### src/rtl/mux_arb_pkg.sv
// Shared types and constants for the 2-to-1 mux arbiter.
package mux_arb_pkg;

  typedef enum logic [1:0] {
    ARB_IDLE  = 2'd0,
    ARB_OWN_X = 2'd1,
    ARB_OWN_Y = 2'd2
  } arb_state_e;

  localparam logic SEL_X = 1'b0;
  localparam logic SEL_Y = 1'b1;

  // Burst counter width: max(1, clog2(burst_len)).
  function automatic int unsigned cnt_width(input int unsigned burst_len);
    return (burst_len <= 2) ? 1 : $clog2(burst_len);
  endfunction

endpackage

### src/rtl/mux_arbiter_2to1_mux.sv
// Width-generic 2-to-1 data mux cell; the select comes from the arbiter's register.
module mux_arbiter_2to1_mux #(
  parameter int unsigned Width = 4
) (
  input  logic             sel_i,
  input  logic [Width-1:0] a_i,
  input  logic [Width-1:0] b_i,
  output logic [Width-1:0] y_o
);

  always_comb begin
    y_o = sel_i ? b_i : a_i;
  end

endmodule

### src/rtl/mux_arbiter_2to1.sv
// Round-robin burst arbiter driving the select of a shared 2-to-1 data mux.
// Optional tenure statistics are built when MUX_ARB_STATS_EN is defined.
module mux_arbiter_2to1
  import mux_arb_pkg::*;
#(
  parameter int unsigned DATA_W    = 4,
  parameter int unsigned BURST_LEN = 4
) (
  input  logic              clk,
  input  logic              reset_n,
  input  logic              req_x,
  input  logic [DATA_W-1:0] data_x,
  output logic              ack_x,
  input  logic              req_y,
  input  logic [DATA_W-1:0] data_y,
  output logic              ack_y,
  output logic              out_valid,
  input  logic              out_ready,
  output logic [DATA_W-1:0] out_data,
`ifdef MUX_ARB_STATS_EN
  output logic [7:0]        stat_grants_x,
  output logic [7:0]        stat_grants_y,
`endif
  output logic              select,
  output logic              grant_x,
  output logic              grant_y
);

  localparam int unsigned    CntW    = cnt_width(BURST_LEN);
  localparam logic [CntW-1:0] CntLast = CntW'(BURST_LEN - 1);

  arb_state_e      state_q, state_d;
  logic            select_q, grant_x_q, grant_y_q, last_owner_q;
  logic [CntW-1:0] beat_cnt_q;

  logic own_x, own_y, beat, rel, owner_req, other_req;
  logic start_x, start_y;

  always_comb begin
    own_x     = (state_q == ARB_OWN_X);
    own_y     = (state_q == ARB_OWN_Y);
    out_valid = (own_x & req_x) | (own_y & req_y);
    ack_x     = own_x & req_x & out_ready;
    ack_y     = own_y & req_y & out_ready;
    beat      = ack_x | ack_y;
    owner_req = own_x ? req_x : req_y;
    other_req = own_x ? req_y : req_x;
  end

  always_comb begin
    state_d = state_q;
    rel     = 1'b0;
    unique case (state_q)
      ARB_IDLE: begin
        // Ties go to whichever side did not own the bus last.
        if (req_x && (!req_y || last_owner_q == SEL_Y)) begin
          state_d = ARB_OWN_X;
        end else if (req_y) begin
          state_d = ARB_OWN_Y;
        end
      end
      ARB_OWN_X, ARB_OWN_Y: begin
        rel = !owner_req || (beat && beat_cnt_q == CntLast);
        if (rel) begin
          if (other_req) begin
            state_d = own_x ? ARB_OWN_Y : ARB_OWN_X;
          end else if (owner_req) begin
            state_d = state_q;
          end else begin
            state_d = ARB_IDLE;
          end
        end
      end
      default: state_d = ARB_IDLE;
    endcase
    // A tenure starts on entry to an owned state or on a self-renewal after release.
    start_x = (state_d == ARB_OWN_X) && (state_q != ARB_OWN_X || rel);
    start_y = (state_d == ARB_OWN_Y) && (state_q != ARB_OWN_Y || rel);
  end

  always_ff @(posedge clk or negedge reset_n) begin
    if (!reset_n) begin
      state_q      <= ARB_IDLE;
      select_q     <= SEL_X;
      grant_x_q    <= 1'b0;
      grant_y_q    <= 1'b0;
      beat_cnt_q   <= '0;
      last_owner_q <= SEL_Y;
    end else begin
      state_q <= state_d;
      if (start_x) begin
        select_q  <= SEL_X;
        grant_x_q <= 1'b1;
        grant_y_q <= 1'b0;
      end else if (start_y) begin
        select_q  <= SEL_Y;
        grant_x_q <= 1'b0;
        grant_y_q <= 1'b1;
      end else if (state_d == ARB_IDLE) begin
        grant_x_q <= 1'b0;
        grant_y_q <= 1'b0;
      end
      if (rel) begin
        beat_cnt_q   <= '0;
        last_owner_q <= own_x ? SEL_X : SEL_Y;
      end else if (beat) begin
        beat_cnt_q <= beat_cnt_q + CntW'(1);
      end
    end
  end

  assign select  = select_q;
  assign grant_x = grant_x_q;
  assign grant_y = grant_y_q;

`ifdef MUX_ARB_STATS_EN
  logic [7:0] stat_x_q, stat_y_q;

  always_ff @(posedge clk or negedge reset_n) begin
    if (!reset_n) begin
      stat_x_q <= '0;
      stat_y_q <= '0;
    end else begin
      if (start_x && stat_x_q != 8'hff) stat_x_q <= stat_x_q + 8'd1;
      if (start_y && stat_y_q != 8'hff) stat_y_q <= stat_y_q + 8'd1;
    end
  end

  assign stat_grants_x = stat_x_q;
  assign stat_grants_y = stat_y_q;
`endif

  mux_arbiter_2to1_mux #(
    .Width (DATA_W)
  ) u_data_mux (
    .sel_i (select_q),
    .a_i   (data_x),
    .b_i   (data_y),
    .y_o   (out_data)
  );

endmodule

### config.mk
export PLATFORM = sky130hd
export DESIGN_NAME = mux_arbiter_2to1
export DESIGN_NICKNAME = d
export VERILOG_FILES = /design/src/rtl/mux_arb_pkg.sv /design/src/rtl/mux_arbiter_2to1_mux.sv /design/src/rtl/mux_arbiter_2to1.sv
export SDC_FILE = /design/constraint.sdc
export NUM_CORES = 1
export LEC_CHECK = 0
export BUFFER_PORTS_ARGS = -buffer_cell sky130_fd_sc_hd__buf_2
export CORE_MARGIN = 4
export CORE_UTILIZATION = 49
export DETAILED_ROUTE_END_ITERATION = 8
export PLACE_DENSITY = 0.89
export SETUP_SLACK_MARGIN = 0.02
export SKIP_LAST_GASP = 1
export SLEW_MARGIN = 20
export SYNTH_ARGS = -nofsm -noshare
export SYNTH_HDL_FRONTEND = slang
export SYNTH_SLANG_ARGS = --single-unit
### constraint.sdc
create_clock -name clk -period 2.19 [get_ports clk]
set_input_delay 0.219 -clock clk [delete_from_list [all_inputs] [get_ports clk]]
set_output_delay 0.219 -clock clk [all_outputs]
set_load 0.05 [all_outputs]
Yosys cells after proc, flatten, opt, wreduce, memory -nomap -nowiden
Cells that the tools add are included.
Widths: inputs -> output; s select.

word-level totals
  flip-flop bits (word level) = 8
  bits of input ports = 13
  output and inout port bits = 10
  word-level logic and storage cells = 57

cells by class
  add/sub/neg operators = 1
  equal/unequal tests = 7
  muxes and demuxes = 21
  bitwise logic cells = 6
  reductions and logical operators = 16

operator list
  operator             count
  $mux 2               8
  $mux 1               11
  $eq 2x2->1 const B   3
  $and 1x1->1          4
  $eq 2x1->1 const B   2
  $logic_and 1x1->1    4
  $logic_not 2->1      2
  $logic_or 1x1->1     4
  $mux 4               1
  $pmux 2 s2           1
  $reduce_bool 2->1    2
  $reduce_bool 3->1    1
  $add 2x1->2 const B  1
  $logic_not 1->1      2
  $ne 2x1->1 const B   1
  $ne 2x2->1 const B   1
  $or 1x1->1           2
  $reduce_or 2->1      1

Logic depth before layout (Yosys ltp)
Gate-level depths: netlist (run 1).

  depth after elaboration = 12
  mapped depth = 7
  mapped depth without buffers = 7

Hierarchy
From an unflattened synthesis (run 1), not the netlist that was laid out.

second synthesis, totals
  cell total of the unflattened synthesis = 69
  area, all modules = 664.4 µm²

modules (own cells, without submodules)
  module                times used  cells each  area each (µm²)  sequential area each (µm²)
  mux_arbiter_2to1      1           65          619.3            201.4
  mux_arbiter_2to1_mux  1           4           45.0             0.0

Worst setup path before layout (run 1)
OpenSTA, ideal clock, no wires.

  path type = register -> register
  start point = reg state_q[1]
  end point = reg grant_x_q, in the netlist grant_x
  setup time = 126 ps
  data arrival time = 1742 ps
  required time = 2064 ps
  slack = 321 ps
  cell stages (with the launch flop) = 8
  buffers on the path = 0
  period minus slack after synthesis = 1869 ps
  cells stage by stage = dfrtp_1 > inv_1 > ha_1 > and2_4 > a21oi_2 > o32ai_4 > nor4b_2 > a311o_1

on the way
  cells in the longest elaborated chain, start to end = 12
  elaborated cells between the ends (all ways) = 34
  those cells by class = eq/ne: 6; mux: 12; bitwise: 5; reduce/logical: 11

RTL lines
  element                                              RTL line                                                                RTL
  from (decl)                                          mux_arbiter_2to1.sv:32                                                  arb_state_e state_q, state_d;
  from (signal assigned)                               mux_arbiter_2to1.sv:90                                                  state_q <= state_d;
  $eq 2x1->1 / $eq 2x2->1 (equally long branches)      mux_arbiter_2to1.sv:40, mux_arbiter_2to1.sv:53, mux_arbiter_2to1.sv:41
  $and 1x1->1, on equally long branches (2 in series)  mux_arbiter_2to1.sv:43, mux_arbiter_2to1.sv:44
  $or 1x1->1                                           mux_arbiter_2to1.sv:45                                                  beat = ack_x | ack_y;
  $logic_and 1x1->1                                    mux_arbiter_2to1.sv:63                                                  rel = !owner_req || (beat && beat_cnt_q == CntLast);
  $logic_or 1x1->1                                     mux_arbiter_2to1.sv:63
  $mux 2                                               mux_arbiter_2to1.sv:64                                                  if (rel) begin
  $pmux 2 s2                                           mux_arbiter_2to1.sv:53                                                  unique case (state_q)
  $eq 2x2->1                                           mux_arbiter_2to1.sv:78                                                  start_y = (state_d == ARB_OWN_Y) && (state_q != ARB_OWN_Y || rel);
  $logic_and 1x1->1                                    mux_arbiter_2to1.sv:78
  $mux 1                                               mux_arbiter_2to1.sv:95                                                  end else if (start_y) begin
  $mux 1                                               mux_arbiter_2to1.sv:91                                                  if (start_x) begin
  to (signal assigned)                                 mux_arbiter_2to1.sv:93                                                  grant_x_q <= 1'b1;
  to (signal assigned)                                 mux_arbiter_2to1.sv:97                                                  grant_x_q <= 1'b0;
  to (signal assigned)                                 mux_arbiter_2to1.sv:100                                                 grant_x_q <= 1'b0;
  to (decl)                                            mux_arbiter_2to1.sv:33                                                  logic select_q, grant_x_q, grant_y_q, last_owner_q;

Parallel ways exist; a longest one is shown, timed or not.
A chain may end at the register's enable or synchronous reset.

Worst setup path after layout (run 1)
Same ends and word-level chain as after synthesis.

==> results of run 1 <==
[stage by stage]
step	total power, mW	worst slack [ps]	cell area [µm²]	instances
floorplan	0.951	321	732	71
CTS	1.25	129	875	111
finish	1.25	206	877	111
detailed placement	1.11	148	838	106
global route	1.34	98.2	877	111
global placement	1.08	220	838	106
[cells in the final DEF, fill, tap and decap left out, drive strengths merged, types with 3 or more instances in the layout]
| cell | synthesis | final |
|---|---|---|
| a21oi | 4 | 4 |
| buf | 2 | 22 |
| dfrtp | 7 | 7 |
| nand3 | 4 | 4 |
| clkbuf | 0 | 4 |
| and2 | 3 | 3 |
| inv | 7 | 7 |
| mux2 | 4 | 4 |
| nand2 | 5 | 5 |
| ha | 5 | 5 |
| a31oi | 3 | 3 |
[synthesized netlist by cell type, types with 2 or more instances]
library cell	instances	share of area [%]
ha_1	5	8.5
o21ai_0	2	1.4
a21bo_2	2	2.7
inv_1	7	3.6
nand3_1	4	2.7
nor2_1	2	1.0
nand2_1	5	2.6
dfrtp_1	7	24
and2_1	2	1.7
mux2_2	4	6.2
a31oi_1	2	1.7
a21oi_1	3	2.1
nor2b_1	2	1.7
[worst max-delay path: cells and delay by family (launching register included)]
family          cells  cell delay, ps
simple gates        2             380
fa+ha+maj           1             230
compound gates      3             750
flops               1             440
buf+inv             1             110
[cell type report]
type | instances | area [µm²] | area share (%)
Clock buffer | 4 | 26.3 | 3.00
Timing Repair Buffer | 23 | 120 | 13.7
Multi-Input combinational cell | 54 | 484 | 55.2
Tap cell | 15 | 18.8 | 2.14
Sequential cell | 8 | 201 | 23.0
Inverter | 7 | 26.3 | 3.00
[sequential cells by signal, summed over array words and instances, names as in the netlist]
name	count
grant_x	1
state_q	2
last_owner_q	1
beat_cnt_q	2
select	1
grant_y	1
[kinds of logic after synthesis]
family / Yosys count
flip-flops: 8
buffers and inverters: 9
adder cells (fa/ha/maj): 5
AO/OA/AOI/OAI: 20
XOR/XNOR: 1
AND/OR/NAND/NOR: 23
multiplexers: 5
[path summary, 6_finish.rpt]
| kind | slack (ps) | endpoint | cells past startpoint | startpoint |
|---|---|---|---|---|
| setup / recovery | 210 | grant_x | 7 | state_q[1] |
| hold / removal | 290 | beat_cnt_q[1] | 3 | out_ready |
| setup reg to reg | 210 | grant_x | 7 | state_q[1] |
| hold reg to reg | 470 | last_owner_q | 2 | last_owner_q |
| max in group asynchronous | 1640 | last_owner_q | 2 | reset_n |
| min in group asynchronous | 310 | beat_cnt_q[0] | 2 | reset_n |
[report_power, final]
part	internal [mW]	switching (mW)
clock network	0.0704	0.0615
registers	0.215	0.0641
logic	0.318	0.520
[per-layer routing]
| layer | share of wire, % | wire length, µm | GRT usage (%) | vias up |
|---|---|---|---|---|
| li1 | - | - | - | 311 |
| met1 | 42 | 694 | 23.4 | 303 |
| met2 | 51 | 839 | 27.2 | 21 |
| met3 | 5.4 | 88 | 5.86 | 3 |
| met4 | 1.3 | 21 | 10.5 | 0 |
| met5 | 0 | 0 | 0 | - |
[repair_timing]
item                                    4_1_cts  5_1_grt
endpoints found under the setup margin        0        1
gates resized for setup                       0        1
hold buffers                                  1        0
hold endpoints to repair                      7        0
==> results.md, run 1 <==
* Outcome: completed
* Via Count at about 640
* Final slew viol count at 0
* Sink Count at 8
* GRT Total Usage at roughly 18%
* Largest family of logic cells by synthesized area: compound AO/OA/AOI/OAI gates
* Total of max-cap violations at 0
* Vias in the first global route at 606
* Num CTS Buffers at 3
* Number of H-tree levels at 1
* Estimated wirelength of the detail-placed design at between 1000 and 1500 µm
* Num rows at 13
* Max clock buf depth at 2
* DRT Wirelength at around 1600 µm
* Worst hold-check path type: input port to flip-flop
* Final Critical Period at slightly below 2000 ps
* DRC violations left at 0
* Post-synthesis mux area share at 7.52%
* Sequential share of the synthesized area at approximately 28%
* GR Overflow Total at 0
* Initial core utilization at a little over half
* Post-Route Utilization at 65.0%
* Nets at about 120
* Post-synthesis cell area at approximately 730 µm²
* Diode count at 0
* Syn Nets at 89
* Post-CTS Setup Repair Bufs at 0
* F_max at around 500 MHz
* Initial DRC count at 19
* Leak at between 0.4 and 0.5 nW
* DIE AREA at approximately 2200 µm²
* Final hold slack at between 200 and 300 ps
* Synth unique cells at 37
* Clock transition at path regs at ~60 ps
* #FFs+latches synth at 8
* Worst EP required at approximately 2400 ps
* Delay of the slowest cell on the worst path at between 400 and 500 ps
* Simple-Gate Fraction of Synth Area at roughly a fifth
* Slowest stage cell, crit path: dfrtp_1
* Setup TNS Final at 0 ps
* Compound-Gate Fraction of Synth Area at between 20% and 30%
* Average wire per standard cell at 14.8 µm
* Final setup fails at 0
* Final Hold Vio Count at 0
* Largest net degree at the start of global routing at 10
* CP Cell Sequence: inv_1 > ha_2 > nand2b_1 > a221o_1 > o2bb2ai_4 > nor4b_2 > a311o_1
* Post-Synth XOR/XNOR Area at between 1 and 1.5%
* Core outline area at between 1000 and 1500 µm²
* Die Y at 46.7 µm
* Initial antenna violation count at 0
* Startpoint types: flip-flop
* IO Port Bufs at 22
* Synth Warn # at 0
* Via-to-Cell Ratio at approximately 5.7
* Rel. slew slack at approximately two thirds
* Mapped Cells at 71
* Die Width at about 47 µm
* Top_reg_cell synth: dfrtp_1
* Synth Area in Adders at about 8.5%
* TritonRoute pass-1 iters at 4
* I/O pin cnt at 23
* Clk_lat worst skew at around 270 ps
* Share of cells above drive strength 1 at between 40% and 50%
* Slew @ Worst Pin at about 500 ps
* Final RePlAce weighted congestion at 0.919
* Final ANT Viol Nets at 0
* Post-synth EDFFs at 0
* Area growth, synth to finish at 19.8%
* CTS tree: yes
* Fillcell total at ~110
* RSZ-0062 raised after global routing: false
* Arr. time, crit path at around 2200 ps
* Root Buffer: clkbuf_4
* Crit end category: flip-flop
* PD cells at 1420 nW/µm²
* Mapped Avg Cell Area at roughly 10 µm²
* Crit Path Class: flip-flop to flip-flop
* VDD IR max at 0.000748 V
* First-pass GRT wire length at 2760 µm
* Share of flip-flops with an asynchronous set or reset at 100%
* Fin crit share at 90.6%
* Crit Path Max Fanout at 7
* Clock skew at ~1.6 ps
Note: power is estimated with default switching activity, not from simulation.
==> run 2, diff against run 1 <==
--- a/config.mk
+++ b/config.mk
@@ -6,7 +6,7 @@
 export NUM_CORES = 1
 export LEC_CHECK = 0
 export BUFFER_PORTS_ARGS = -buffer_cell sky130_fd_sc_hd__buf_2
-export CORE_MARGIN = 4
+export CORE_MARGIN = 2
 export CORE_UTILIZATION = 49
 export DETAILED_ROUTE_END_ITERATION = 8
 export PLACE_DENSITY = 0.89
==> constraint.sdc (replaced) <==
create_clock -name clk -period 2.19 [get_ports clk]
set_input_delay 0 -clock clk [delete_from_list [all_inputs] [get_ports clk]]
set_output_delay 0 -clock clk [all_outputs]
set_load 0.05 [all_outputs]
==> run 2 against run 1 <==
Net effect: die area is 16% lower; worst setup slack worse by 77 ps; sequential power hardly changed; flip-flop and latch count stayed put; register-to-register slack worse by 80 ps; worst hold slack worse by 190 ps; final area is 0.29% lower; count of clock-buffer cells in the layout stayed put; fmax is 3.7% lower; via count is 0.47% higher; combinational power hardly changed; largest cell class unchanged; largest power group unchanged.
==> results.md, run 2 (same netlist as run 1, synthesis figures left out) <==
* Clk_lat worst skew at 260 ps
* Core outline area at ~1400 µm²
* First-pass GRT wire length at ~2800 µm
* Final setup fails at 0
* Die Y at between 40 and 50 µm
* Clock Power Share at under 10%
* Gate power share at 67.7%
* Crit Path Class: flip-flop to flip-flop
* F_max at between 400 and 500 MHz
* R2R Path End: grant_x
* Final total power at ~1.2 mW
* VDD IR max at just over 0.0008 V
* CTS tree: yes
* R2r setup slk at 130 ps
* Initial DRC count at 16
* DIE AREA at roughly 1800 µm²
* Via-to-Cell Ratio at 5.77
* Worst R2R Start: state_q[1]
* Sw Pwr at between 0.6 and 0.7 mW
* Estimated wirelength of the detail-placed design at around 1300 µm
* PD cells at ~1400 nW/µm²
* Startpoint types: flip-flop
* Sink Count at 8
* Num CTS Buffers at 3
* Average wire per standard cell at ~14 µm
* TritonRoute pass-1 iters at 4
* Slew @ Worst Pin at 488 ps
* P_int at around 0.6 mW
* Vias in the first global route at around 640
* Number of H-tree levels at 1
* IO Port Bufs at 22
* Total of max-cap violations at 0
* Worst hold-check path type: input port to flip-flop
* Clock transition at path regs at 60 ps
* GR Overflow Total at 0
* Crit end category: flip-flop
* Final RePlAce weighted congestion at 0.917
* Slowest stage cell, crit path: dfrtp_1
* Final Hold Vio Count at 0
* Clock skew at between 10 and 15 ps
* Share of power burned in registers at approximately 22%
* Worst hold endpoint: beat_cnt_q[1]
* Num rows at 13
* Leak at slightly above 0.4 nW
* Most frequent cells in the layout: 22 x buf_2, 7 x inv_1, 7 x dfrtp_1
* Largest net degree at the start of global routing at 10
* Nets at ~120
* I/O pin cnt at 23
* Share of cells above drive strength 1 at 41.7%
* Worst EP required at 2340 ps
* RSZ-0062 raised after global routing: false
* Pre-CTS setup slack at around 130 ps
* Via Count at 641
* Path depth of the worst reg2reg path at 7
* Hold Crit Start: out_ready
* GRT Total Usage at between 10% and 20%
* Final slew viol count at 0
* Worst hold stages at 3
* Initial antenna violation count at 0
* Crit Path Max Fanout at 7
* DRC violations left at 0
* DRT Wirelength at 1600 µm
* Delay of the slowest cell on the worst path at around 430 ps
* Setup TNS Final at 0 ps
* Max clock buf depth at 2
* Fin crit share at a little over nine tenths
* Root Buffer: clkbuf_4
* Area growth, synth to finish at 19.5%
* CP Cell Sequence: inv_1 > ha_1 > and2_4 > a21oi_2 > o32ai_4 > nor4b_2 > a311o_1
* Final Critical Period at just over 2000 ps
* Largest registers: beat_cnt_q (2), state_q (2)
* Commonest non-fill, non-tap cell in the layout: buf_2
* Final ANT Viol Nets at 0
* Post-CTS Setup Repair Bufs at 0
* Diode count at 0
* Arr. time, crit path at roughly 2200 ps
* Die Width at approximately 43 µm
* Switch share at 51.4%
* Initial core utilization at 54.2%
* Fillcell total at roughly 130
* Final WS setup at 129 ps
* Rel. slew slack at between 60 and 70%
* Outcome: completed
[run 2: cell counts in the layout (fill, tap and decap cells not counted)]
Identical to the previous run, type by type.
[run 2: power by group through the flow]
stage                     sequential (mW)  combinational (mW)  clock (mW)
after floorplan                     0.341               0.610           0
after global placement              0.276               0.806           0
after detailed placement            0.281               0.832           0
after CTS                           0.278               0.837       0.125
after global routing                0.287               0.897       0.131
final                               0.277               0.835       0.122
[run 2: cell type report]
cell class / instances / area, µm² / area share (%)
sequential: 8 / 201 / 23.0
clock buffer: 4 / 26.3 / 3.00
timing repair buffer: 23 / 120 / 13.7
inverter: 7 / 26.3 / 3.00
multi-input combinational: 54 / 482 / 55.1
tap: 15 / 18.8 / 2.15
[run 2: repair_timing]
action                                 4_1_cts  5_1_grt
gates resized for setup                      0        0
hold buffers                                 1        0
endpoints found under the hold margin        8        0
[run 2: worst max path at each step]
stage                     slack (ps)  depth (start not counted)        from       to
final                            130                          7  state_q[1]  grant_x
after CTS                        110                          7  state_q[1]  grant_x
after floorplan                  320                          7  state_q[1]  grant_x
after detailed placement         130                          7  state_q[1]  grant_x
after global routing              20                          7  state_q[1]  grant_x
after global placement           220                          7  state_q[1]  grant_x
[run 2: stage by stage]
step	utilization [%]	hold WS (ps)	instance area [µm²]	instances
floorplan	-	-296	732	71
global placement	62.1	-155	838	106
detailed placement	62.1	-147	838	106
CTS	64.8	99.7	875	111
global route	64.8	110	875	111
finish	64.8	101	875	111
[run 2: routing by layer]
layer | vias to the layer above | GRT usage (%) | wire length (µm)
met5 | - | 0 | 0
met4 | 0 | 10.6 | 27
met3 | 5 | 2.55 | 30
met2 | 11 | 34.5 | 823
met1 | 308 | 23.1 | 716
li1 | 317 | - | -
[run 2: critical path: cells and delay by family (launching register included)]
kind	cells	cell delay, ps
adder cells (fa/ha/maj)	1	330
AO/OA/AOI/OAI	3	740
buffers and inverters	1	110
AND/OR/NAND/NOR	2	330
flip-flops	1	430
